[src/rtl/ysyx_23060061_icache_pkg.sv]
// Shared types and helpers for the ysyx_23060061 instruction cache.
// Contents: the cache FSM state enum, AXI-Lite response codes, and
// address-split width helpers that take NSETS / LINE_WORDS as arguments.
package ysyx_23060061_icache_pkg;

  typedef enum logic [2:0] {
    IDLE,
    LOOKUP,
    REFILL_AR,
    REFILL_R,
    RESP
  } state_e;

  localparam logic [1:0] RESP_OKAY   = 2'b00;
  localparam logic [1:0] RESP_SLVERR = 2'b10;

  // Width of the word-select field inside a line.
  function automatic int unsigned word_bits(input int unsigned line_words);
    return $clog2(line_words);
  endfunction

  // Width of the full byte offset inside a line.
  function automatic int unsigned off_bits(input int unsigned line_words);
    return $clog2(line_words) + 2;
  endfunction

  function automatic int unsigned idx_bits(input int unsigned nsets);
    return $clog2(nsets);
  endfunction

  function automatic int unsigned tag_bits(input int unsigned nsets,
                                           input int unsigned line_words);
    return 32 - idx_bits(nsets) - off_bits(line_words);
  endfunction

endpackage

[src/rtl/ysyx_23060061_icache_array.sv]
// Storage for the direct-mapped icache: valid bits, tags and line data.
// Ports:
//   clk, rst          clock, synchronous active-low reset (clears valid bits)
//   rd_index_i/rd_offset_i -> rd_valid_o, rd_tag_o, rd_data_o
//                     combinational read port
//   wr_index_i, wr_offset_i, data_we_i, wr_data_i   data word write
//   tag_we_i, wr_tag_i                              tag write
//   valid_set_i / valid_inv_i                       per-line valid set / clear
//   clr_all_i                                       clear every valid bit
module ysyx_23060061_icache_array
  import ysyx_23060061_icache_pkg::*;
#(
  parameter int unsigned NSETS      = 16,
  parameter int unsigned LINE_WORDS = 4
) (
  input  logic                                    clk,
  input  logic                                    rst,
  input  logic [idx_bits(NSETS)-1:0]              rd_index_i,
  input  logic [word_bits(LINE_WORDS)-1:0]        rd_offset_i,
  output logic                                    rd_valid_o,
  output logic [tag_bits(NSETS, LINE_WORDS)-1:0]  rd_tag_o,
  output logic [31:0]                             rd_data_o,
  input  logic [idx_bits(NSETS)-1:0]              wr_index_i,
  input  logic [word_bits(LINE_WORDS)-1:0]        wr_offset_i,
  input  logic                                    data_we_i,
  input  logic [31:0]                             wr_data_i,
  input  logic                                    tag_we_i,
  input  logic [tag_bits(NSETS, LINE_WORDS)-1:0]  wr_tag_i,
  input  logic                                    valid_set_i,
  input  logic                                    valid_inv_i,
  input  logic                                    clr_all_i
);

  localparam int unsigned TAG_W = tag_bits(NSETS, LINE_WORDS);

  logic [NSETS-1:0] valid_q;
  logic [TAG_W-1:0] tag_q  [NSETS];
  logic [31:0]      data_q [NSETS][LINE_WORDS];

  // Clear-all wins; set and invalidate never coincide on the same line.
  always_ff @(posedge clk) begin
    if (!rst) begin
      valid_q <= '0;
    end else if (clr_all_i) begin
      valid_q <= '0;
    end else if (valid_set_i) begin
      valid_q[wr_index_i] <= 1'b1;
    end else if (valid_inv_i) begin
      valid_q[wr_index_i] <= 1'b0;
    end
  end

  always_ff @(posedge clk) begin
    if (tag_we_i) begin
      tag_q[wr_index_i] <= wr_tag_i;
    end
    if (data_we_i) begin
      data_q[wr_index_i][wr_offset_i] <= wr_data_i;
    end
  end

  assign rd_valid_o = valid_q[rd_index_i];
  assign rd_tag_o   = tag_q[rd_index_i];
  assign rd_data_o  = data_q[rd_index_i][rd_offset_i];

endmodule

[src/rtl/ysyx_23060061_icache.sv]
// Direct-mapped read-only instruction cache between the IFU AXI-Lite read
// port (s_*) and the arbiter's IFU slave port (m_*). Hits answer in two
// cycles; misses refill the line as LINE_WORDS single-beat reads, beat 0 first.
// Ports:
//   clk, rst (sync, active-low), flush (invalidate-all pulse)
//   s_ar*/s_r*   IFU read address / data channels
//   m_ar*/m_r*   arbiter read address / data channels
//   hit_cnt, miss_cnt  performance counters
// Build option: define YSYX_23060061_ICACHE_PERF_EN to implement the
// counters; otherwise both outputs are tied to zero.
module ysyx_23060061_icache
  import ysyx_23060061_icache_pkg::*;
#(
  parameter int unsigned NSETS      = 16,
  parameter int unsigned LINE_WORDS = 4
) (
  input  logic        clk,
  input  logic        rst,
  input  logic        flush,
  input  logic [31:0] s_araddr,
  input  logic        s_arvalid,
  output logic        s_arready,
  output logic [31:0] s_rdata,
  output logic [1:0]  s_rresp,
  output logic        s_rvalid,
  input  logic        s_rready,
  output logic [31:0] m_araddr,
  output logic        m_arvalid,
  input  logic        m_arready,
  input  logic [31:0] m_rdata,
  input  logic [1:0]  m_rresp,
  input  logic        m_rvalid,
  output logic        m_rready,
  output logic [31:0] hit_cnt,
  output logic [31:0] miss_cnt
);

  localparam int unsigned WORD_W = word_bits(LINE_WORDS);
  localparam int unsigned OFF_W  = off_bits(LINE_WORDS);
  localparam int unsigned IDX_W  = idx_bits(NSETS);
  localparam int unsigned TAG_W  = tag_bits(NSETS, LINE_WORDS);
  localparam logic [WORD_W-1:0] LAST_BEAT = WORD_W'(LINE_WORDS - 1);

  state_e            state_q, state_d;
  logic [31:2]       addr_q, addr_d;
  logic [WORD_W-1:0] beat_q, beat_d;
  logic              err_q, err_d;
  logic              fpend_q, fpend_d;
  logic [31:0]       rdata_q, rdata_d;
  logic [1:0]        rresp_q, rresp_d;

  logic [TAG_W-1:0]  req_tag;
  logic [IDX_W-1:0]  req_idx;
  logic [WORD_W-1:0] req_off;
  logic              rd_valid;
  logic [TAG_W-1:0]  rd_tag;
  logic [31:0]       rd_data;
  logic              hit;
  logic              data_we, tag_we, valid_set, valid_inv, clr_all;
  logic              unused_araddr;

  assign unused_araddr = ^s_araddr[1:0];

  assign req_tag = addr_q[31 -: TAG_W];
  assign req_idx = addr_q[OFF_W +: IDX_W];
  assign req_off = addr_q[2 +: WORD_W];
  assign hit     = rd_valid && (rd_tag == req_tag);

  ysyx_23060061_icache_array #(
    .NSETS      (NSETS),
    .LINE_WORDS (LINE_WORDS)
  ) u_array (
    .clk         (clk),
    .rst         (rst),
    .rd_index_i  (req_idx),
    .rd_offset_i (req_off),
    .rd_valid_o  (rd_valid),
    .rd_tag_o    (rd_tag),
    .rd_data_o   (rd_data),
    .wr_index_i  (req_idx),
    .wr_offset_i (beat_q),
    .data_we_i   (data_we),
    .wr_data_i   (m_rdata),
    .tag_we_i    (tag_we),
    .wr_tag_i    (req_tag),
    .valid_set_i (valid_set),
    .valid_inv_i (valid_inv),
    .clr_all_i   (clr_all)
  );

  always_ff @(posedge clk) begin
    if (!rst) begin
      state_q <= IDLE;
      addr_q  <= '0;
      beat_q  <= '0;
      err_q   <= 1'b0;
      fpend_q <= 1'b0;
      rdata_q <= '0;
      rresp_q <= '0;
    end else begin
      state_q <= state_d;
      addr_q  <= addr_d;
      beat_q  <= beat_d;
      err_q   <= err_d;
      fpend_q <= fpend_d;
      rdata_q <= rdata_d;
      rresp_q <= rresp_d;
    end
  end

  always_comb begin
    state_d   = state_q;
    addr_d    = addr_q;
    beat_d    = beat_q;
    err_d     = err_q;
    fpend_d   = fpend_q;
    rdata_d   = rdata_q;
    rresp_d   = rresp_q;
    data_we   = 1'b0;
    tag_we    = 1'b0;
    valid_set = 1'b0;
    valid_inv = 1'b0;
    clr_all   = 1'b0;
    unique case (state_q)
      IDLE: begin
        clr_all = flush;
        if (s_arvalid) begin
          addr_d  = s_araddr[31:2];
          state_d = LOOKUP;
        end
      end
      LOOKUP: begin
        // Hit test reads the pre-flush valid bits; the clear lands at the edge.
        clr_all = flush;
        if (hit) begin
          rdata_d = rd_data;
          rresp_d = RESP_OKAY;
          state_d = RESP;
        end else begin
          beat_d  = '0;
          err_d   = 1'b0;
          rresp_d = RESP_OKAY;
          state_d = REFILL_AR;
        end
      end
      REFILL_AR: begin
        if (flush) fpend_d = 1'b1;
        if (m_arready) state_d = REFILL_R;
      end
      REFILL_R: begin
        if (flush) fpend_d = 1'b1;
        if (m_rvalid) begin
          data_we = 1'b1;
          // The old line is dead once its first word is overwritten.
          if (beat_q == '0) valid_inv = 1'b1;
          if (beat_q == req_off) rdata_d = m_rdata;
          if ((m_rresp != RESP_OKAY) && !err_q) begin
            err_d   = 1'b1;
            rresp_d = m_rresp;
          end
          if (beat_q != LAST_BEAT) begin
            beat_d  = beat_q + 1'b1;
            state_d = REFILL_AR;
          end else begin
            tag_we    = 1'b1;
            valid_set = !err_d && !fpend_q && !flush;
            state_d   = RESP;
          end
        end
      end
      RESP: begin
        clr_all = flush;
        if (s_rready) begin
          fpend_d = 1'b0;
          state_d = IDLE;
        end
      end
      default: state_d = IDLE;
    endcase
  end

  // Handshake outputs are gated by rst so a mid-refill reset drops them at once.
  assign s_arready = rst && (state_q == IDLE);
  assign s_rvalid  = rst && (state_q == RESP);
  assign m_arvalid = rst && (state_q == REFILL_AR);
  assign m_rready  = rst && (state_q == REFILL_R);
  assign m_araddr  = m_arvalid ? {req_tag, req_idx, beat_q, 2'b00} : '0;
  assign s_rdata   = rdata_q;
  assign s_rresp   = rresp_q;

`ifdef YSYX_23060061_ICACHE_PERF_EN
  logic [31:0] hit_q, miss_q;

  always_ff @(posedge clk) begin
    if (!rst) begin
      hit_q  <= '0;
      miss_q <= '0;
    end else if (state_q == LOOKUP) begin
      if (hit) hit_q  <= hit_q + 32'd1;
      else     miss_q <= miss_q + 32'd1;
    end
  end

  assign hit_cnt  = hit_q;
  assign miss_cnt = miss_q;
`else
  assign hit_cnt  = '0;
  assign miss_cnt = '0;
`endif

endmodule

[config.mk]
export PLATFORM = sky130hd
export DESIGN_NAME = ysyx_23060061_icache
export DESIGN_NICKNAME = d
export VERILOG_FILES = /design/src/rtl/ysyx_23060061_icache_pkg.sv /design/src/rtl/ysyx_23060061_icache_array.sv /design/src/rtl/ysyx_23060061_icache.sv
export SDC_FILE = /design/constraint.sdc
export NUM_CORES = 2
export LEC_CHECK = 0
export ABC_AREA = 1
export BUFFER_PORTS_ARGS = -buffer_cell sky130_fd_sc_hd__buf_2
export CAP_MARGIN = 20
export CELL_PAD_IN_SITES_DETAIL_PLACEMENT = 1
export CELL_PAD_IN_SITES_GLOBAL_PLACEMENT = 2
export CORE_MARGIN = 2
export CORE_UTILIZATION = 24
export CTS_CLUSTER_SIZE = 25
export DETAILED_ROUTE_END_ITERATION = 10
export PLACE_DENSITY = 0.6
export SLEW_MARGIN = 20
export SYNTH_ARGS = -nofsm -noshare
export SYNTH_HDL_FRONTEND = slang
export SYNTH_HIERARCHICAL = 1
export SYNTH_SLANG_ARGS = --single-unit
export TNS_END_PERCENT = 20
[constraint.sdc]
create_clock -name clk -period 4.4 [get_ports clk]
set_input_delay 0.44 -clock clk [delete_from_list [all_inputs] [get_ports clk]]
set_output_delay 0.44 -clock clk [all_outputs]
set_load 0.01 [all_outputs]
==> impl_metrics.tcl <==
set metrics [dict create \
    busiest_layer "met2" \
    dr_total_vias 70282 \
    yosys_warnings 6 \
    setup.worst_path.class "reg -> reg" \
    grt_pass1_vias 72693 \
    cp_cell_sequence "clkinv_8 > buf_4 > o21ai_0 > o22ai_1 > o211ai_1 > nand2_1 > nand2_1 > o21ai_0 > nor2_1 > nand2_1 > nor2_1 > nand3_1 > nand2_1 > nand2_1 > a21oi_1 > dlygate4sd3_1" \
    period_share 0.936 \
    ioPinCount 207 \
    cp.arrival_ns 4.97 \
    ff2ff_path_depth 16 \
    die_w_um 657 \
    first_pass_iters 5 \
    gp_congestion 0.765 \
    critPathLaunchType "flop" \
    ys_types 40 \
    tightest_slew_ns 1.20 \
    cp-end-kind "flop" \
    timing.rr.start "addr_q[5]" \
    syn_area_um2 102000 \
    grt_start_max_net_pins 119 \
    cap_violations 0 \
    cts_buffers 285 \
    dieHeight_um 657 \
    drt_iter0_drc 5512 \
    antenna_left 0 \
    nets 8996 \
    setup_tns_ns 0 \
    use_met1 0.225 \
    post-route-min-period_ns 4.12 \
    synth_common_cells "2,531 x nand2_1, 2,432 x edfxtp_1, 1,937 x nand3_1" \
    root_buffer "clkbuf_16" \
    gr-usage-met2 0.303 \
    status "completed" \
    rsz0062_at_grt "no" \
    cpMostUsedCell "nand2_1" \
    vdd_drop_max_mv 0.271 \
    fmax_ghz 0.243 \
    grtUsageMet3 0.0185 \
    synth-main-ff-cell "edfxtp_1" \
    synth_top_cell_area_share 0.713 \
    ctsHtreeMaxLevel 5 \
    routed_wl_um 385000 \
    slew_violations 0 \
    clk_pin_slew_ns 0.06 \
    synthToLayoutAreaGrowth_pct 18.4 \
    synth_cells 8643 \
    synth_edf_count 2432 \
    start_util 0.241 \
    tritoncts "done" \
    synth_seq_cells 2519 \
    hold_path.class "in -> reg" \
    relSlewSlack 0.198 \
    fin_hold_ws_ns 0.0690 \
    wl_per_cell_um 26.0 \
    rrSetupSlack_ns 0.28 \
    yosys.area.top_type "edfxtp_1" \
    synth.most_common_cell "nand2_1" \
    clkLatencyLatePin_ns 0.91 \
    rr_endpoint "state_q[2]" \
    finalHoldViolations 0 \
    pwr_density_cell_nw_per_um2 498 \
    post-dp-hpwl_um 221000 \
    std_cell_rows 239 \
    async_reset_ff_frac 0 \
    synth_area_leaders "edfxtp_1 71%, nand3_1 9.5%, nand2_1 9.3%" \
    critPathSlowestCell "dfxtp_4" \
    min_path_cells 1 \
    cts_max_path_buffers 4 \
    cp.required_ns 5.25 \
    core_um2 424000 \
    ys_seq_area_frac 0.730 \
    dieArea_um2 432000 \
    setup_violations 0 \
    numClockSinks 2519 \
    drc 0 \
    gr-total-overflow 0 \
    grt_pass1_wl_um 542000 \
    critical_path_peak_fanout 69 \
    hold_start "m_rdata[27]" \
    via_per_inst 4.74 \
    critPathMaxStageDelay_ns 0.61 \
    drive_above_1_share 0.112 \
    skew_ns 0.0884 \
    p_leak_nw 41.6 \
    syn_avg_cell_area_um2 11.8 \
    antenna_found_initial 25 \
    globalRouteTotalUtil 0.173 \
    p_total_w 0.0604 \
    portBuffers 138 \
    holdPathEnd "u_array/data_q[6][27]" \
]
through the flow:
| stage | util | setup slack, ns | cell area (um^2) | cells |
|---|---|---|---|---|
| after CTS | 0.285 | 0.0370 | 121000 | 14799 |
| after floorplan | - | 1.17 | 103000 | 8708 |
| after global routing | 0.286 | 0.00214 | 121000 | 14805 |
| after detailed placement | 0.263 | 0.569 | 112000 | 14250 |
| final | 0.286 | 0.281 | 121000 | 14818 |
| after global placement | 0.263 | 0.573 | 112000 | 14250 |
worst max-delay path by stage:
stage / start / to / cells past startpoint
after floorplan: state_q[0] / u_array/data_q[0][32] / 8
after global placement: addr_q[4] / beat_q[0] / 14
after detailed placement: addr_q[4] / beat_q[1] / 14
after CTS: addr_q[4] / state_q[2] / 16
after global routing: addr_q[5] / state_q[2] / 16
final: addr_q[5] / state_q[2] / 16
sequential cells by signal (all words and copies together), names as in the netlist, named ones only:
| register | count |
|---|---|
| s_rdata | 32 |
| u_array/tag_q | 384 |
| state_q | 3 |
| beat_q | 2 |
| addr_q | 30 |
| err_q | 1 |
| s_rresp | 2 |
| u_array/data_q | 2048 |
| fpend_q | 1 |
layout by cell type (no fill, tap or decap), types with 15 or more instances in the layout:
cell type	instances
dlygate4sd3_1	43
buf_2	137
diode_2	15
o221ai_1	37
a21oi_1	84
dfxtp_1	81
o21ai_1	24
nand3_1	1932
bufinv_16	18
buf_4	271
nor2_1	307
nand2_1	2531
clkbuf_16	291
clkinv_2	47
nor2_4	81
inv_1	90
conb_1	66
clkbuf_1	56
edfxtp_1	2432
o21ai_0	272
buf_12	110
clkinv_1	67
o22ai_1	60
power by group:
group          leakage (nW)  switching (W)  internal, W
Sequential             22.6       0.000289       0.0265
Clock                  4.37         0.0100       0.0133
Combinational          14.6        0.00761      0.00267
Total                  41.6         0.0179       0.0425
worst max-delay path: cells and delay by family (launching register included):
| kind | cells | cell delay, ns |
|---|---|---|
| AOI/OAI and AO/OA | 5 | 0.68 |
| and+or+nand+nor | 8 | 1.30 |
| DFF | 1 | 0.61 |
| buffers and inverters | 3 | 1.39 |
cell type report:
type                       count  area (um^2)
antenna                       15         37.5
tap                         5663         7090
fill                       46491       303000
clock inverter               154         1340
sequential                  2519        74800
timing repair buffer         562         5380
clock buffer                 352         7560
multi-input combinational   5448        24600
inverter                     105          439
logic make-up (layout without fill, tap and decap cells):
logic type | after synthesis | count (layout) | share of synthesized area
AO/OA/AOI/OAI | 497 | 497 | 0.0269
XOR/XNOR | 7 | 7 | 0.000599
adder cells (fa/ha/maj) | 2 | 2 | 0.000244
buffers and inverters | 741 | 1173 | 0.0384
flip-flops | 2519 | 2519 | 0.730
multiplexers | 1 | 1 | 0.0000978
other | 1 | 81 | 0.0000366
AND/OR/NAND/NOR | 4875 | 4875 | 0.203
metal layers:
metal / share of wire / vias up / routed length (um)
li1: - / 31134 / -
met1: 0.43 / 36991 / 167000
met2: 0.49 / 1640 / 190000
met3: 0.042 / 515 / 16000
met4: 0.031 / 2 / 11900
met5: 0.000034 / - / 13
timing repair:
action / CTS / global route
setup endpoints to repair: 0 / 1
buffers inserted: 0 / 4
resized for setup: 0 / 2
hold buffers: 43 / 0
hold endpoints to repair: 78 / 0
Power figures use the tool's default switching activity.
